### src/rtl/aq_mmu_sysmap_arb_pkg.sv
// ============================================================================
// Module      : aq_mmu_sysmap_arb_pkg
// Description : Shared constants, owner encoding and helpers for the
//               system-map request arbiter.
// Revision    : 1.0 - initial release
// ============================================================================
`default_nettype none

package aq_mmu_sysmap_arb_pkg;

   localparam int SYSMAP_REQ_IFU = 0;
   localparam int SYSMAP_REQ_LSU = 1;
   localparam int SYSMAP_REQ_PTW = 2;
   localparam int SYSMAP_NREQ    = 3;

   localparam int SYSMAP_PA_W    = 28;
   localparam int SYSMAP_FLG_W   = 5;

   // Attribute value the lookup returns when no range matches.
   localparam logic [4:0] SYSMAP_FLG_NOHIT = 5'b10011;

   typedef enum logic [1:0] {
      SYSMAP_OWN_IFU = 2'd0,
      SYSMAP_OWN_LSU = 2'd1,
      SYSMAP_OWN_PTW = 2'd2
   } sysmap_own_e;

   function automatic sysmap_own_e sysmap_own_enc(input logic [SYSMAP_NREQ-1:0] oh);
      if (oh[SYSMAP_REQ_PTW])
         return SYSMAP_OWN_PTW;
      else if (oh[SYSMAP_REQ_LSU])
         return SYSMAP_OWN_LSU;
      else
         return SYSMAP_OWN_IFU;
   endfunction

   function automatic logic [SYSMAP_NREQ-1:0] sysmap_own_dec(input sysmap_own_e own);
      case (own)
         SYSMAP_OWN_LSU: return 3'b010;
         SYSMAP_OWN_PTW: return 3'b100;
         default:        return 3'b001;
      endcase
   endfunction

endpackage

`default_nettype wire

### src/rtl/aq_mmu_sysmap_rr_arb.sv
// ============================================================================
// Module      : aq_mmu_sysmap_rr_arb
// Description : Three-way round-robin arbiter with one-hot pointer register.
// Revision    : 1.0 - initial release
// ============================================================================
`default_nettype none

module aq_mmu_sysmap_rr_arb
   import aq_mmu_sysmap_arb_pkg::*;
(
   input  logic                   forever_cpuclk,
   input  logic                   cpurst,
   input  logic [SYSMAP_NREQ-1:0] vld_i,
   input  logic                   flush_i,
   output logic [SYSMAP_NREQ-1:0] gnt_o
);

   logic [SYSMAP_NREQ-1:0] ptr_q;
   logic [SYSMAP_NREQ-1:0] ptr_d;
   logic [SYSMAP_NREQ-1:0] gnt_d;

   // The pointed requester wins, then the following indices with wrap-around.
   always_comb begin
      gnt_d = '0;
      case (ptr_q)
         3'b010: begin
            if      (vld_i[SYSMAP_REQ_LSU]) gnt_d = 3'b010;
            else if (vld_i[SYSMAP_REQ_PTW]) gnt_d = 3'b100;
            else if (vld_i[SYSMAP_REQ_IFU]) gnt_d = 3'b001;
         end
         3'b100: begin
            if      (vld_i[SYSMAP_REQ_PTW]) gnt_d = 3'b100;
            else if (vld_i[SYSMAP_REQ_IFU]) gnt_d = 3'b001;
            else if (vld_i[SYSMAP_REQ_LSU]) gnt_d = 3'b010;
         end
         default: begin
            if      (vld_i[SYSMAP_REQ_IFU]) gnt_d = 3'b001;
            else if (vld_i[SYSMAP_REQ_LSU]) gnt_d = 3'b010;
            else if (vld_i[SYSMAP_REQ_PTW]) gnt_d = 3'b100;
         end
      endcase
      if (cpurst || flush_i)
         gnt_d = '0;
   end

   always_comb begin
      ptr_d = ptr_q;
      if (|gnt_d)
         ptr_d = {gnt_d[1:0], gnt_d[2]};
   end

   always_ff @(posedge forever_cpuclk) begin
      if (cpurst)
         ptr_q <= 3'b001;
      else
         ptr_q <= ptr_d;
   end

   assign gnt_o = gnt_d;

endmodule

`default_nettype wire

### src/rtl/aq_mmu_sysmap_arb.sv
// ============================================================================
// Module      : aq_mmu_sysmap_arb
// Description : Round-robin arbiter and pipeline around the system-map lookup.
//               Optional extra response stage: AQ_MMU_SYSMAP_RSP_PIPE_EN.
// Revision    : 1.0 - initial release
// ============================================================================
`default_nettype none

module aq_mmu_sysmap_arb
   import aq_mmu_sysmap_arb_pkg::*;
#(
   parameter int PA_W  = SYSMAP_PA_W,
   parameter int FLG_W = SYSMAP_FLG_W
)(
   input  logic             forever_cpuclk,
   input  logic             cpurst,
   input  logic             mmu_sysmap_flush,
   input  logic             ifu_sysmap_req_vld,
   input  logic [PA_W-1:0]  ifu_sysmap_req_pa,
   input  logic             lsu_sysmap_req_vld,
   input  logic [PA_W-1:0]  lsu_sysmap_req_pa,
   input  logic             ptw_sysmap_req_vld,
   input  logic [PA_W-1:0]  ptw_sysmap_req_pa,
   output logic             sysmap_ifu_req_rdy,
   output logic             sysmap_lsu_req_rdy,
   output logic             sysmap_ptw_req_rdy,
   output logic             sysmap_ifu_rsp_vld,
   output logic             sysmap_lsu_rsp_vld,
   output logic             sysmap_ptw_rsp_vld,
   output logic [FLG_W-1:0] sysmap_rsp_flg,
   output logic [PA_W-1:0]  mmu_sysmap_pa,
   input  logic [FLG_W-1:0] sysmap_mmu_flg
);

   logic [SYSMAP_NREQ-1:0] req_vld;
   logic [SYSMAP_NREQ-1:0] gnt;
   logic [PA_W-1:0]        a_pa_d;

   logic                   a_vld_q;
   logic [PA_W-1:0]        a_pa_q;
   sysmap_own_e            a_own_q;
   logic                   r_vld_q;
   sysmap_own_e            r_own_q;
   logic [FLG_W-1:0]       r_flg_q;

   logic                   out_vld;
   sysmap_own_e            out_own;
   logic [FLG_W-1:0]       out_flg;
   logic [SYSMAP_NREQ-1:0] rsp_vld;

   assign req_vld = {ptw_sysmap_req_vld, lsu_sysmap_req_vld, ifu_sysmap_req_vld};

   aq_mmu_sysmap_rr_arb u_rr_arb (
      .forever_cpuclk (forever_cpuclk),
      .cpurst         (cpurst),
      .vld_i          (req_vld),
      .flush_i        (mmu_sysmap_flush),
      .gnt_o          (gnt)
   );

   assign sysmap_ifu_req_rdy = gnt[SYSMAP_REQ_IFU];
   assign sysmap_lsu_req_rdy = gnt[SYSMAP_REQ_LSU];
   assign sysmap_ptw_req_rdy = gnt[SYSMAP_REQ_PTW];

   always_comb begin
      a_pa_d = ifu_sysmap_req_pa;
      if (gnt[SYSMAP_REQ_LSU])
         a_pa_d = lsu_sysmap_req_pa;
      if (gnt[SYSMAP_REQ_PTW])
         a_pa_d = ptw_sysmap_req_pa;
   end

   // Grants are already suppressed under flush, so a_vld clears naturally.
   always_ff @(posedge forever_cpuclk) begin
      if (cpurst) begin
         a_vld_q <= 1'b0;
         a_pa_q  <= '0;
         a_own_q <= SYSMAP_OWN_IFU;
      end else begin
         a_vld_q <= |gnt;
         if (|gnt) begin
            a_pa_q  <= a_pa_d;
            a_own_q <= sysmap_own_enc(gnt);
         end
      end
   end

   assign mmu_sysmap_pa = a_pa_q;

   always_ff @(posedge forever_cpuclk) begin
      if (cpurst) begin
         r_vld_q <= 1'b0;
         r_own_q <= SYSMAP_OWN_IFU;
         r_flg_q <= '0;
      end else begin
         r_vld_q <= a_vld_q & ~mmu_sysmap_flush;
         r_own_q <= a_own_q;
         r_flg_q <= sysmap_mmu_flg;
      end
   end

`ifdef AQ_MMU_SYSMAP_RSP_PIPE_EN
   logic             b_vld_q;
   sysmap_own_e      b_own_q;
   logic [FLG_W-1:0] b_flg_q;

   always_ff @(posedge forever_cpuclk) begin
      if (cpurst) begin
         b_vld_q <= 1'b0;
         b_own_q <= SYSMAP_OWN_IFU;
         b_flg_q <= '0;
      end else begin
         b_vld_q <= r_vld_q & ~mmu_sysmap_flush;
         b_own_q <= r_own_q;
         b_flg_q <= r_flg_q;
      end
   end

   assign out_vld = b_vld_q;
   assign out_own = b_own_q;
   assign out_flg = b_flg_q;
`else
   assign out_vld = r_vld_q;
   assign out_own = r_own_q;
   assign out_flg = r_flg_q;
`endif

   assign rsp_vld            = out_vld ? sysmap_own_dec(out_own) : '0;
   assign sysmap_ifu_rsp_vld = rsp_vld[SYSMAP_REQ_IFU];
   assign sysmap_lsu_rsp_vld = rsp_vld[SYSMAP_REQ_LSU];
   assign sysmap_ptw_rsp_vld = rsp_vld[SYSMAP_REQ_PTW];
   assign sysmap_rsp_flg     = out_flg;

endmodule

`default_nettype wire
### config.mk
export PLATFORM = sky130hd
export DESIGN_NAME = aq_mmu_sysmap_arb
export DESIGN_NICKNAME = d
export VERILOG_FILES = /design/src/rtl/aq_mmu_sysmap_arb_pkg.sv /design/src/rtl/aq_mmu_sysmap_rr_arb.sv /design/src/rtl/aq_mmu_sysmap_arb.sv
export SDC_FILE = /design/constraint.sdc
export NUM_CORES = 1
export LEC_CHECK = 0
export ABC_CLOCK_PERIOD_IN_PS = 3050
export CELL_PAD_IN_SITES_DETAIL_PLACEMENT = 1
export CELL_PAD_IN_SITES_GLOBAL_PLACEMENT = 2
export CORE_MARGIN = 3
export CORE_UTILIZATION = 20
export CTS_CLUSTER_SIZE = 16
export DETAILED_ROUTE_END_ITERATION = 10
export GPL_TIMING_DRIVEN = 0
export PLACE_DENSITY = 0.85
export RECOVER_POWER = 50
export SYNTH_ARGS = -nofsm -noshare
export SYNTH_HDL_FRONTEND = slang
export SYNTH_SLANG_ARGS = --single-unit
### constraint.sdc
create_clock -name forever_cpuclk -period 3.05 [get_ports forever_cpuclk]
set_input_delay 0.305 -clock forever_cpuclk [delete_from_list [all_inputs] [get_ports forever_cpuclk]]
set_output_delay 0.305 -clock forever_cpuclk [all_outputs]
set_load 0.05 [all_outputs]
### After elaboration in Yosys (flattened, before gate mapping)

Cells that the tools add are included.

| word-level totals | value |
|---|---|
| bits in latches | 0 |
| word-level logic and storage cells | 32 |
| RAM bits | 0 |
| memories | 0 |
| register bits after elaboration | 42 |
| input bits | 95 |
| bits in read-only memories | 0 |

| cells by class | value |
|---|---|
| reduce and logical (&&, ||, !) cells | 2 |
| multiply operators | 0 |
| bitwise operators | 2 |
| order comparisons | 0 |
| mux-type cells | 17 |
| shift operators | 0 |
| divide/modulo/power cells | 0 |
| equal/unequal tests | 4 |
| add/sub/neg operators | 0 |

Operators with widths:

| kind | number |
|---|---|
| $mux W28 | 2 |
| $mux W3 | 9 |
| $pmux W3 S2 | 2 |
| $mux W2 | 2 |
| $eq A3 B2 Y1 const B | 1 |
| $eq A3 B3 Y1 const B | 1 |
| $reduce_or A3 Y1 | 1 |
| $eq A2 B1 Y1 const B | 1 |
| $eq A2 B2 Y1 const B | 1 |
| $mux W1 | 2 |
| $and A1 B1 Y1 | 1 |
| $logic_or A1 B1 Y1 | 1 |
| $not A1 Y1 | 1 |

### Logic depth before layout (Yosys ltp)

Gate-level depths: netlist of the first run.

| logic depth | value |
|---|---|
| depth after elaboration | 7 |
| gate-level depth with buffers | 7 |

### Hierarchy

From an unflattened synthesis of the first run, not the netlist that was laid out.

| unflattened totals | value |
|---|---|
| cell total of the unflattened synthesis | 191 |
| area, all modules | 1980.6 sq um |

By module, submodules not included:

| module | area each (sq um) | cells each | instances |
|---|---|---|---|
| aq_mmu_sysmap_arb | 1757.9 | 165 | 1 |
| aq_mmu_sysmap_rr_arb | 222.7 | 26 | 1 |

### Least setup slack after synthesis of the first run

OpenSTA, ideal clock, no wires.

| timing | value |
|---|---|
| kind | input port to flip-flop |
| from | in mmu_sysmap_flush |
| to | reg a_own_q[0] |
| arrival | 2085 ps |
| stages | 5 |
| setup slack | 850 ps |
| library setup time | 115 ps |
| data required time | 2935 ps |
| cells stage by stage | nor2_1 nand2_1 nor3_1 nor2b_1 o21a_1 |

| between the ends | value |
|---|---|
| elaborated cells between the ends (all ways) | 5 |
| those cells by class | mux: 3; reduce/logical: 2 |

RTL lines:

| what | line | RTL |
|---|---|---|
| start: declaration | aq_mmu_sysmap_arb.sv:17 | `input logic mmu_sysmap_flush,` |
| $logic_or A1 B1 Y1 | aq_mmu_sysmap_rr_arb.sv:42 | `if (cpurst \|\| flush_i)` |
| $mux W3 | aq_mmu_sysmap_rr_arb.sv:42 |  |
| named net sysmap_ifu_req_rdy | aq_mmu_sysmap_arb.sv:24 | `output logic sysmap_ifu_req_rdy,` |
| $reduce_or A3 Y1 | aq_mmu_sysmap_arb.sv:81 | `if (\|gnt) begin` |
| end signal: assignment | aq_mmu_sysmap_arb.sv:83 | `a_own_q <= sysmap_own_enc(gnt);` |
| end: declaration | aq_mmu_sysmap_arb.sv:41 | `sysmap_own_e a_own_q;` |

The timed path passes the listed nets, and every way through them passes these cells.
A chain may end at the register's enable or synchronous reset.

### Worst setup path after layout of the first run

| timing | value |
|---|---|
| from | in cpurst |
| to | out sysmap_ptw_req_rdy |

| between the ends | value |
|---|---|
| word-level cells in the longest chain between the ends | 2 |

RTL lines:

| what | line | RTL |
|---|---|---|
| start: declaration | aq_mmu_sysmap_arb.sv:16 | `input logic cpurst,` |
| $logic_or A1 B1 Y1 | aq_mmu_sysmap_rr_arb.sv:42 |  |
| $mux W3 | aq_mmu_sysmap_rr_arb.sv:42 |  |
| end: declaration | aq_mmu_sysmap_arb.sv:26 | `output logic sysmap_ptw_req_rdy,` |

Every way passes these cells.

==> results.toml, run 1 <==
[global_route]
largest_net_degree_at_the_start_of_global_routing = 14
overflow = 0
antenna_violations_before_repair = 0
first_pass_grt_wire_length_um = 11100
groute.usage.overall = 0.126
vias_in_the_first_global_route = 2166

[placed_design]
portBuffers = 133
globalplace.congestion = 0.700
dp.final_hpwl_um = 5490
dp_slack_ps = -114

[synth]
post_synth_instance_area_sq_um = 1940
synth_top_area_cell = "sky130_fd_sc_hd__dfxtp_1"
synth_seq_cells = 42
synth.net_count = 287
synthAdderAreaFrac = 0.0129
netlist.area_leader.share = 0.433
synth.yosys.warnings = 0
synth_cells = 190
yosys.area_share.simple = 0.105
post_synth_xor_xnor_area = 0
synth_seq_area_share = 0.433
main_combinational_cell_family_by_area_after_synthesis = "compound AO/OA/AOI/OAI gates"
synth_top_cells_by_area = "sky130_fd_sc_hd__dfxtp_1 43%, sky130_fd_sc_hd__mux2i_1 14%, sky130_fd_sc_hd__a32oi_1 13%"
post_synth.cell_area_avg_sq_um = 10.2
post_synth_num_cell_types = 30
synth-compound-area-share = 0.242
synthMuxAreaShare = 0.144

[setup_path]
r2r_slack_ps = 1220
crit_path_slowest_cell = "sky130_fd_sc_hd__dlygate4sd3_1"
critical-path-max-stage-delay_ps = 690
cp_class = "in2out"
rr_endpoint = "mmu_sysmap_pa[17]$_SDFFE_PP0P_"
crit_path_start = "cpurst"
critical_path.endpoint_type = "output port"
cp_max_fo = 10
worstPathRequired_ps = 2740
crit_chain = "dlygate4sd3_1, nor2_1, o211a_1, a21o_1, buf_2, dlygate4sd2_1"
r2r-start = "u_rr_arb.ptr_q[0]$_SDFFE_PP1P_"
worstRegToRegCells = 6
critPathArrivalTime_ps = 2540
cp-start-kind = "primary input"

[timing]
setup_violations = 0
min_period_ps = 2840
rsz0062_at_grt = "false"
timing.final.hold_violations = 0
final_critical_path_setup_slack_ps = 205
worst_pin_slew_ps = 547
final-max-slew-violation-count = 0
maxSlewHeadroom = 0.634
fin_worst_hold_slack_ps = 463
final_min_period_over_clock_period = 0.933
fmax_ghz = 0.352
finalClockSkew_ps = 7.08

[route]
vias_per_cell = 4.50
dr_total_vias = 2072
detail-route-antenna-nets = 0
dr.pass1.iters = 4
total_drc_errors_in_the_routed_layout = 0
drt-wirelength-per-cell_um = 15.4
drt-total-wl_um = 7060
initial_drc_count = 38

[clock_network]
clock_tree.root_cell = "sky130_fd_sc_hd__clkbuf_8"
cts_tree = "done"
clock_latency_ps = 300
cts.sinks = 42
h-tree-depth = 2
clkSlewWorstSetupHoldPaths_ps = 80
cts-root-to-sink-buffers = 2
number_of_buffers_created_by_cts = 5

[floorplan]
die_width_um = 105
starting_density_of_the_core = 0.208
die_h_um = 105
floorplan.die_area_sq_um = 10900
fp-row-count = 35
num_io_pins = 134
core_region_area_sq_um = 9330

[power]
worst_ir_drop_on_vdd_mv = 0.166
post-layout-total-power_uw = 1410
clkPwrFrac = 0.274
seq_power_share = 0.431
internal_power_contribution_uw = 966
total_switching_power_uw = 444
p_comb_frac = 0.296
swShare = 0.315
p_leak_uw = 0.00135
power_density_nw_per_um2 = 399

[final_layout]
area_delta_synth_final_pct = 81.8
antenna_diode_count = 0
drive_gt1_frac = 0.0634
finalNetCount = 427
most_common_cell_after_layout_fill_and_taps_aside = "sky130_fd_sc_hd__clkdlybuf4s50_1"
most-common-layout-cells = "98 x sky130_fd_sc_hd__clkdlybuf4s50_1, 42 x sky130_fd_sc_hd__dfxtp_1, 32 x sky130_fd_sc_hd__dlygate4sd3_1"

[hold_path]
cell_depth_of_the_worst_hold_path = 1
hold_end = "out_vld$_SDFF_PP0_"
min-delay-path-class = "reg2reg"
hold_path_startpoint = "a_vld_q$_SDFF_PP0_"

[outcome]
outcome = "finished clean"

[run]
maxCapViolCount = 0
sequential cells by signal, summed over array words and instances (netlist names):
register	flops
u_rr_arb.ptr_q	3
mmu_sysmap_pa	28
a_own_q	2
sysmap_rsp_flg	5
a_vld_q	1
out_vld	1
out_own	2
routing by layer:
metal	global-route usage	wire length (um)	up-vias
met4	0.0171	33	0
met1	0.140	2910	989
met5	0	0	-
met3	0.0525	583	5
li1	-	-	1002
met2	0.230	3540	76
critical path: cells and delay by family:
kind,cells,cell delay (ps)
AND/OR/NAND/NOR,1,350
buffers and inverters,3,1490
AO/OA/AOI/OAI,2,390
through the flow:
stage,setup TNS (ps),util,instance area [sq um],cells
3_5_place_dp,-155,0.368,3430,452
3_3_place_gp,-97.2,0.368,3430,452
4_1_cts,0,0.378,3530,460
2_1_floorplan,0,-,1940,190
5_1_grt,0,0.378,3530,460
6_report,0,0.378,3530,460
cell usage after synthesis:
cell type	number
sky130_fd_sc_hd__a2111o_1	1
sky130_fd_sc_hd__o21ai_0	3
sky130_fd_sc_hd__and3b_1	1
sky130_fd_sc_hd__nor2_1	3
sky130_fd_sc_hd__o211a_1	1
sky130_fd_sc_hd__nor3b_1	2
sky130_fd_sc_hd__nor3_1	2
sky130_fd_sc_hd__ha_1	2
sky130_fd_sc_hd__and4_1	1
sky130_fd_sc_hd__inv_1	4
sky130_fd_sc_hd__o21ai_1	26
sky130_fd_sc_hd__buf_6	5
sky130_fd_sc_hd__a31o_2	1
sky130_fd_sc_hd__o21a_1	1
sky130_fd_sc_hd__mux2i_1	28
sky130_fd_sc_hd__nand2b_1	2
sky130_fd_sc_hd__buf_2	4
sky130_fd_sc_hd__dfxtp_1	42
sky130_fd_sc_hd__nor2b_1	10
sky130_fd_sc_hd__and2_1	4
sky130_fd_sc_hd__o221ai_1	1
sky130_fd_sc_hd__nor4bb_4	1
sky130_fd_sc_hd__a32oi_1	28
sky130_fd_sc_hd__nand2_1	4
sky130_fd_sc_hd__nor3_2	1
sky130_fd_sc_hd__a21oi_1	1
sky130_fd_sc_hd__buf_4	1
sky130_fd_sc_hd__o22ai_1	1
sky130_fd_sc_hd__clkbuf_1	6
sky130_fd_sc_hd__a21o_1	3
power by group through the flow:
stage / Clock [uW] / Sequential [uW] / Combinational (uW)
5_1_grt: 435 / 613 / 443
6_report: 386 / 607 / 417
3_3_place_gp: 0 / 619 / 428
3_5_place_dp: 0 / 622 / 434
4_1_cts: 410 / 609 / 434
2_1_floorplan: 0 / 734 / 95.4
cell type report:
| type | instances | area, sq um |
|---|---|---|
| Tap cell | 129 | 161 |
| Fill cell | 1096 | 5800 |
| Timing Repair Buffer | 133 | 1330 |
| Sequential cell | 42 | 841 |
| Inverter | 4 | 15.0 |
| Clock inverter | 2 | 12.5 |
| Buffer | 16 | 106 |
| Clock buffer | 6 | 82.6 |
| Multi-Input combinational cell | 128 | 980 |
kinds of logic (layout without fill, tap and decap cells):
| group | Yosys count | count (layout) |
|---|---|---|
| simple gates | 31 | 31 |
| buf+inv | 20 | 161 |
| compound gates | 67 | 67 |
| fa+ha+maj | 2 | 2 |
| mux | 28 | 28 |
| flops | 42 | 42 |
worst max path at each step:
stage,slack [ps],to,cells after the start
floorplan,850,a_own_q[0]$_SDFFE_PP0P_,5
global placement,-90,sysmap_ptw_req_rdy,6
detailed placement,-110,sysmap_ptw_req_rdy,6
CTS,10,sysmap_ifu_req_rdy,5
global route,30,sysmap_ptw_req_rdy,6
finish,210,sysmap_ptw_req_rdy,6
what timing repair did:
item | CTS | global route
resized for setup | 2 | 1
hold buffers | 0 | 0
setup endpoints to repair | 2 | 1
setup buffers | 0 | 0
Power figures use the tool's default switching activity.
==> inputs of run 2 (changes only) <==
--- a/config.mk
+++ b/config.mk
@@ -9,12 +9,14 @@
 export CELL_PAD_IN_SITES_DETAIL_PLACEMENT = 1
 export CELL_PAD_IN_SITES_GLOBAL_PLACEMENT = 2
 export CORE_MARGIN = 3
-export CORE_UTILIZATION = 20
+export CORE_UTILIZATION = 21
 export CTS_CLUSTER_SIZE = 16
 export DETAILED_ROUTE_END_ITERATION = 10
 export GPL_TIMING_DRIVEN = 0
-export PLACE_DENSITY = 0.85
+export PLACE_DENSITY = 0.88
 export RECOVER_POWER = 50
+export SKIP_LAST_GASP = 1
 export SYNTH_ARGS = -nofsm -noshare
 export SYNTH_HDL_FRONTEND = slang
+export SYNTH_HIERARCHICAL = 1
 export SYNTH_SLANG_ARGS = --single-unit
==> results.toml, run 2 <==
[synth]
synth_top_cells_by_area = "sky130_fd_sc_hd__dfxtp_1 42%, sky130_fd_sc_hd__a221o_1 14%, sky130_fd_sc_hd__mux2i_1 14%"
post_synth.cell_area_avg_sq_um = 10.4
synth.net_count = 288
synth_cells = 191
synth_seq_area_share = 0.425
synth_top_area_cell = "sky130_fd_sc_hd__dfxtp_1"
post_synth_num_cell_types = 29
synthMostInstantiatedCell = "sky130_fd_sc_hd__dfxtp_1"
netlist.area_leader.share = 0.425
synthArstFlopShare = 0
synthFlopType = "sky130_fd_sc_hd__dfxtp_1"
yosys-top-cells-count = "42 x sky130_fd_sc_hd__dfxtp_1, 30 x sky130_fd_sc_hd__nor3_1, 28 x sky130_fd_sc_hd__a221o_1, 28 x sky130_fd_sc_hd__mux2i_1, 8 x sky130_fd_sc_hd__nor2b_1"
synth.yosys.warnings = 6
synth_seq_cells = 42
post_synth_instance_area_sq_um = 1980
synth-edff-count = 0

[global_route]
vias_in_the_first_global_route = 2246
antenna_violations_before_repair = 0
largest_net_degree_at_the_start_of_global_routing = 15
overflow = 0
first_pass_grt_wire_length_um = 10900
groute.usage.overall = 0.131

[final_layout]
largest_reg_flops = 28
drive_gt1_frac = 0.0783
most_common_cell_after_layout_fill_and_taps_aside = "sky130_fd_sc_hd__clkdlybuf4s50_1"
fin_util = 0.400
antenna_diode_count = 0
layout.cell_area.non_filler_sq_um = 3570
area_delta_synth_final_pct = 80.5
finalNetCount = 428
fill_cells = 1021
most-common-layout-cells = "102 x sky130_fd_sc_hd__clkdlybuf4s50_1, 42 x sky130_fd_sc_hd__dfxtp_1, 30 x sky130_fd_sc_hd__nor3_1, 30 x sky130_fd_sc_hd__dlygate4sd3_1"

[power]
total_switching_power_uw = 423
seq_power_share = 0.391
p_comb_frac = 0.254
internal_power_contribution_uw = 1100
post-layout-total-power_uw = 1520
clkPwrFrac = 0.355
p_leak_uw = 0.00138
worst_ir_drop_on_vdd_mv = 0.245
swShare = 0.277
power_density_nw_per_um2 = 426

[clock_network]
cts-root-to-sink-buffers = 2
number_of_buffers_created_by_cts = 5
count_of_buffers_added_by_post_cts_timing_repair_for_setup = 0
hold_buffers = 0
clock_tree.root_cell = "sky130_fd_sc_hd__clkbuf_8"
cts_tree = "done"
clock_latency_ps = 300
cts.sinks = 42
h-tree-depth = 2
clkSlewWorstSetupHoldPaths_ps = 90

[timing]
worst_pin_slew_ps = 578
finalClockSkew_ps = 9.01
final_critical_path_setup_slack_ps = 300
setup_violations = 0
fmax_ghz = 0.364
rsz0062_at_grt = "false"
timing.final.hold_violations = 0
min_period_ps = 2750
final-max-slew-violation-count = 0
maxSlewHeadroom = 0.615
fin_tns_setup_ps = 0
final_min_period_over_clock_period = 0.902

[hold_path]
min-delay-path-class = "reg2reg"

[outcome]
outcome = "finished clean"

[placed_design]
detailed_place.area_sq_um = 3450
dp.final_hpwl_um = 5670
globalplace.congestion = 0.696
portBuffers = 133
dp_slack_ps = 115

[route]
initial_drc_count = 41
detail-route-antenna-nets = 0
drt-wirelength-per-cell_um = 16.6
drt-total-wl_um = 7320
vias_per_cell = 4.76
dr_total_vias = 2096
total_drc_errors_in_the_routed_layout = 0
dr.pass1.iters = 4

[run]
maxCapViolCount = 0

[setup_path]
cp_class = "in2out"
worstPathRequired_ps = 2740
critical_path.endpoint_type = "output port"
critPathArrivalTime_ps = 2440
cp-start-kind = "primary input"
cp_max_fo = 6

[floorplan]
num_io_pins = 134
core_region_area_sq_um = 8930
die_width_um = 103
starting_density_of_the_core = 0.222
fp-row-count = 34
floorplan.die_area_sq_um = 10600
die_h_um = 103
[run 2: cell types whose count changed after synthesis, moves of 2 or more]
cell,delta
sky130_fd_sc_hd__nor2b_1,-2
sky130_fd_sc_hd__a21o_1,-3
sky130_fd_sc_hd__buf_4,+2
sky130_fd_sc_hd__nor2_1,+4
sky130_fd_sc_hd__a21oi_1,+2
sky130_fd_sc_hd__a221o_1,+28
sky130_fd_sc_hd__nand2b_1,-2
sky130_fd_sc_hd__nor3_1,+28
sky130_fd_sc_hd__clkbuf_1,-3
sky130_fd_sc_hd__buf_2,+2
sky130_fd_sc_hd__a32oi_1,-28
sky130_fd_sc_hd__o21ai_1,-26
[run 2: path summary, 6_finish.rpt]
path,from,cells past startpoint,slack [ps],endpoint
setup / recovery,cpurst,5,300,sysmap_ifu_req_rdy
hold / removal,a_vld_q$_SDFF_PP0_,1,470,out_vld$_SDFF_PP0_
setup reg to reg,u_rr_arb/ptr_q[1]$_SDFFE_PP0P_,7,520,mmu_sysmap_pa[8]$_SDFFE_PP0P_
hold reg to reg,a_vld_q$_SDFF_PP0_,1,470,out_vld$_SDFF_PP0_
[run 2: stage by stage]
stage	std cells	hold slack [ps]
after global routing	440	497
after floorplan	191	381
after detailed placement	432	452
after CTS	440	468
after global placement	432	450
final	440	466
[run 2: power groups by stage]
stage | Combinational (uW) | Clock, uW | Sequential (uW)
detailed placement | 400 | 0 | 610
CTS | 402 | 560 | 598
floorplan | 102 | 0 | 698
global placement | 394 | 0 | 608
global route | 411 | 591 | 600
finish | 387 | 541 | 596
[run 2: layout make-up]
type / instances / area (sq um) / share of cell area
Timing Repair Buffer: 133 / 1330 / 0.373
Buffer: 16 / 109 / 0.0305
Clock inverter: 3 / 68.8 / 0.0193
Inverter: 5 / 18.8 / 0.00525
Sequential cell: 42 / 841 / 0.235
Multi-Input combinational cell: 128 / 1000 / 0.280
Tap cell: 108 / 135 / 0.0378
Clock buffer: 5 / 68.8 / 0.0193
[run 2: what timing repair did]
item | CTS | global route
gates resized for setup | 0 | 1
endpoints found under the hold margin | 0 | 0
setup endpoints to repair | 0 | 1
[run 2: worst max-delay path, stage by stage]
cell and delay, ps:
sky130_fd_sc_hd__clkdlybuf4s50_1 510, sky130_fd_sc_hd__nor2_1 190, sky130_fd_sc_hd__nand2_1 140, sky130_fd_sc_hd__nor2_1 400, sky130_fd_sc_hd__clkdlybuf4s50_1 900
[run 2: kinds of logic after synthesis]
group | after synthesis | share of synthesized area
multiplexers | 28 | 0.142
flip-flops | 42 | 0.425
adder cells (fa/ha/maj) | 2 | 0.0126
XOR/XNOR | 1 | 0.00442
AO/OA/AOI/OAI | 38 | 0.182
AND/OR/NAND/NOR | 59 | 0.171
buffers and inverters | 21 | 0.0644
[run 2: routing by layer]
metal | wire length, um | track usage | vias up
met1 | 2930 | 0.140 | 995
met4 | 37 | 0.0319 | 0
li1 | - | - | 1009
met2 | 3700 | 0.248 | 88
met3 | 653 | 0.0419 | 4
met5 | 0 | 0 | -
==> inputs of run 3 (changes only) <==
--- a/config.mk
+++ b/config.mk
@@ -5,15 +5,15 @@
 export SDC_FILE = /design/constraint.sdc
 export NUM_CORES = 1
 export LEC_CHECK = 0
-export ABC_CLOCK_PERIOD_IN_PS = 3050
+export ABC_CLOCK_PERIOD_IN_PS = 2200
 export CELL_PAD_IN_SITES_DETAIL_PLACEMENT = 1
 export CELL_PAD_IN_SITES_GLOBAL_PLACEMENT = 2
 export CORE_MARGIN = 3
-export CORE_UTILIZATION = 21
+export CORE_UTILIZATION = 17
 export CTS_CLUSTER_SIZE = 16
 export DETAILED_ROUTE_END_ITERATION = 10
 export GPL_TIMING_DRIVEN = 0
-export PLACE_DENSITY = 0.88
+export PLACE_DENSITY = 0.76
 export RECOVER_POWER = 50
 export SKIP_LAST_GASP = 1
 export SYNTH_ARGS = -nofsm -noshare
==> constraint.sdc (replaced) <==
create_clock -name forever_cpuclk -period 2.2 [get_ports forever_cpuclk]
set_input_delay 0.22 -clock forever_cpuclk [delete_from_list [all_inputs] [get_ports forever_cpuclk]]
set_output_delay 0.22 -clock forever_cpuclk [all_outputs]
set_load 0.05 [all_outputs]
==> results.toml, run 3 (synthesized netlist as in run 2, its figures left out) <==
[power]
p_leak_uw = 0.00137
worst_ir_drop_on_vdd_mv = 0.291
power_density_nw_per_um2 = 600
total_switching_power_uw = 611
internal_power_contribution_uw = 1620
seq_power_share = 0.372
p_comb_frac = 0.247
clkPwrFrac = 0.381
swShare = 0.274

[placed_design]
portBuffers = 133
dp.cells = 464
dp.final_hpwl_um = 5580
globalplace.congestion = 0.678

[final_layout]
most-common-layout-cells = "111 x sky130_fd_sc_hd__clkdlybuf4s50_1, 40 x sky130_fd_sc_hd__dfxtp_1, 29 x sky130_fd_sc_hd__nor3_1"
area_delta_synth_final_pct = 87.7
most_common_cell_after_layout_fill_and_taps_aside = "sky130_fd_sc_hd__clkdlybuf4s50_1"
drive_gt1_frac = 0.126
antenna_diode_count = 0
multi_input_area_sq_um = 1040
fill_cells = 1274
post_layout_nonfiller_instances = 474
finalNetCount = 430
area.sequential_sq_um = 843
largest_reg_flops = 28

[global_route]
antenna_violations_before_repair = 0
largest_net_degree_at_the_start_of_global_routing = 15
vias_in_the_first_global_route = 2237
overflow = 0
first_pass_grt_wire_length_um = 11100
groute.usage.overall = 0.107

[timing]
fmax_ghz = 0.480
final-max-slew-violation-count = 0
final_min_period_over_clock_period = 0.946
maxSlewHeadroom = 0.644
setup_violations = 0
fin_worst_hold_slack_ps = 462
finalClockSkew_ps = 2.59
rsz0062_at_grt = "true"
min_period_ps = 2080
worst_pin_slew_ps = 532
timing.final.hold_violations = 0

[clock_network]
clock_tree.root_cell = "sky130_fd_sc_hd__clkbuf_16"
hold_buffers = 0
clkSlewWorstSetupHoldPaths_ps = 60
cts-root-to-sink-buffers = 2
number_of_buffers_created_by_cts = 5
clock_latency_ps = 280
h-tree-depth = 2
cts_tree = "done"
cts.sinks = 42

[setup_path]
worstPathRequired_ps = 2370
cp-start-kind = "primary input"
critical_path.endpoint_type = "flip-flop"
cp_class = "in2reg"
critPathArrivalTime_ps = 2250
worstRegToRegCells = 8
cp_max_fo = 10

[floorplan]
core_region_area_sq_um = 11100
num_io_pins = 134
die_width_um = 114
floorplan.die_area_sq_um = 13000
starting_density_of_the_core = 0.178
die_h_um = 114
fp-row-count = 38

[outcome]
outcome = "finished clean"

[hold_path]
cell_depth_of_the_worst_hold_path = 1
min-delay-path-class = "reg2reg"

[run]
maxCapViolCount = 0

[route]
initial_drc_count = 37
detail-route-antenna-nets = 0
drt-total-wl_um = 7150
drt-wirelength-per-cell_um = 15.1
vias_per_cell = 4.30
dr.pass1.iters = 4
total_drc_errors_in_the_routed_layout = 0
dr_total_vias = 2037
==> run 3: cell types whose count changed in the layout (fill, tap and decap cells not counted), moves of 3 or more <==
| cell | previous run | this run |
|---|---|---|
| sky130_fd_sc_hd__dlygate4sd3_1 | 30 | 19 |
| sky130_fd_sc_hd__clkdlybuf4s50_1 | 102 | 111 |
| sky130_fd_sc_hd__clkbuf_16 | 0 | 5 |
| sky130_fd_sc_hd__clkbuf_8 | 5 | 0 |
| sky130_fd_sc_hd__buf_6 | 4 | 7 |
| sky130_fd_sc_hd__clkbuf_2 | 0 | 3 |
| sky130_fd_sc_hd__nor2_1 | 7 | 4 |
| sky130_fd_sc_hd__nor2_2 | 0 | 3 |
==> run 3: what timing repair did <==
item                                    CTS  global route
endpoints found under the setup margin   23            31
pin swaps                                 1             1
resized for setup                         7            13
hold endpoints to repair                  0             0
buffers inserted                          2             0
==> run 3: critical path: stages <==
cell,delay [ps]
sky130_fd_sc_hd__clkdlybuf4s50_1,570
sky130_fd_sc_hd__nor2_1,80
sky130_fd_sc_hd__o31ai_2,380
sky130_fd_sc_hd__nor3_4,90
sky130_fd_sc_hd__nor2b_1,140
sky130_fd_sc_hd__buf_2,200
sky130_fd_sc_hd__clkbuf_2,230
sky130_fd_sc_hd__a221o_1,330
==> run 3: final cells by class <==
type,instances,area share
Inverter,5,0.00505
Sequential cell,42,0.227
Timing Repair Buffer,135,0.359
Tap cell,140,0.0471
Buffer,16,0.0350
Clock buffer,5,0.0337
Multi-Input combinational cell,128,0.281
Clock inverter,3,0.0121
==> run 3: final timing paths <==
kind | endpoint | slack [ps] | startpoint
hold reg to reg | out_vld$_SDFF_PP0_ | 460 | a_vld_q$_SDFF_PP0_
setup reg to reg | mmu_sysmap_pa[12]$_SDFFE_PP0P_ | 170 | u_rr_arb/ptr_q[2]$_SDFFE_PP0P_
hold / removal | out_vld$_SDFF_PP0_ | 460 | a_vld_q$_SDFF_PP0_
setup / recovery | mmu_sysmap_pa[6]$_SDFFE_PP0P_ | 120 | lsu_sysmap_req_vld
==> run 3: power by group through the flow <==
| stage | Clock [uW] | Combinational, uW | Sequential (uW) |
|---|---|---|---|
| final | 851 | 551 | 830 |
| after global routing | 913 | 586 | 835 |
| after CTS | 889 | 563 | 830 |
| after detailed placement | 0 | 558 | 848 |
| after global placement | 0 | 554 | 846 |
| after floorplan | 0 | 144 | 970 |
==> run 3: stage by stage <==
| stage | area, sq um | power (uW) | setup WS [ps] | setup TNS (ps) | utilization |
|---|---|---|---|---|---|
| CTS | 3710 | 2280 | -50.4 | -50.4 | 0.333 |
| floorplan | 2010 | 1110 | 3.13 | 0 | - |
| finish | 3720 | 2230 | 118 | 0 | 0.334 |
| detailed placement | 3520 | 1410 | -472 | -11000 | 0.316 |
| global placement | 3520 | 1400 | -482 | -11210 | 0.316 |
| global route | 3720 | 2330 | -31.0 | -151 | 0.334 |
==> run 3: routing by layer <==
layer	track usage	wire length (um)
met1	0.127	3040
met2	0.185	3390
met3	0.0340	649
met4	0.0285	66
met5	0	0
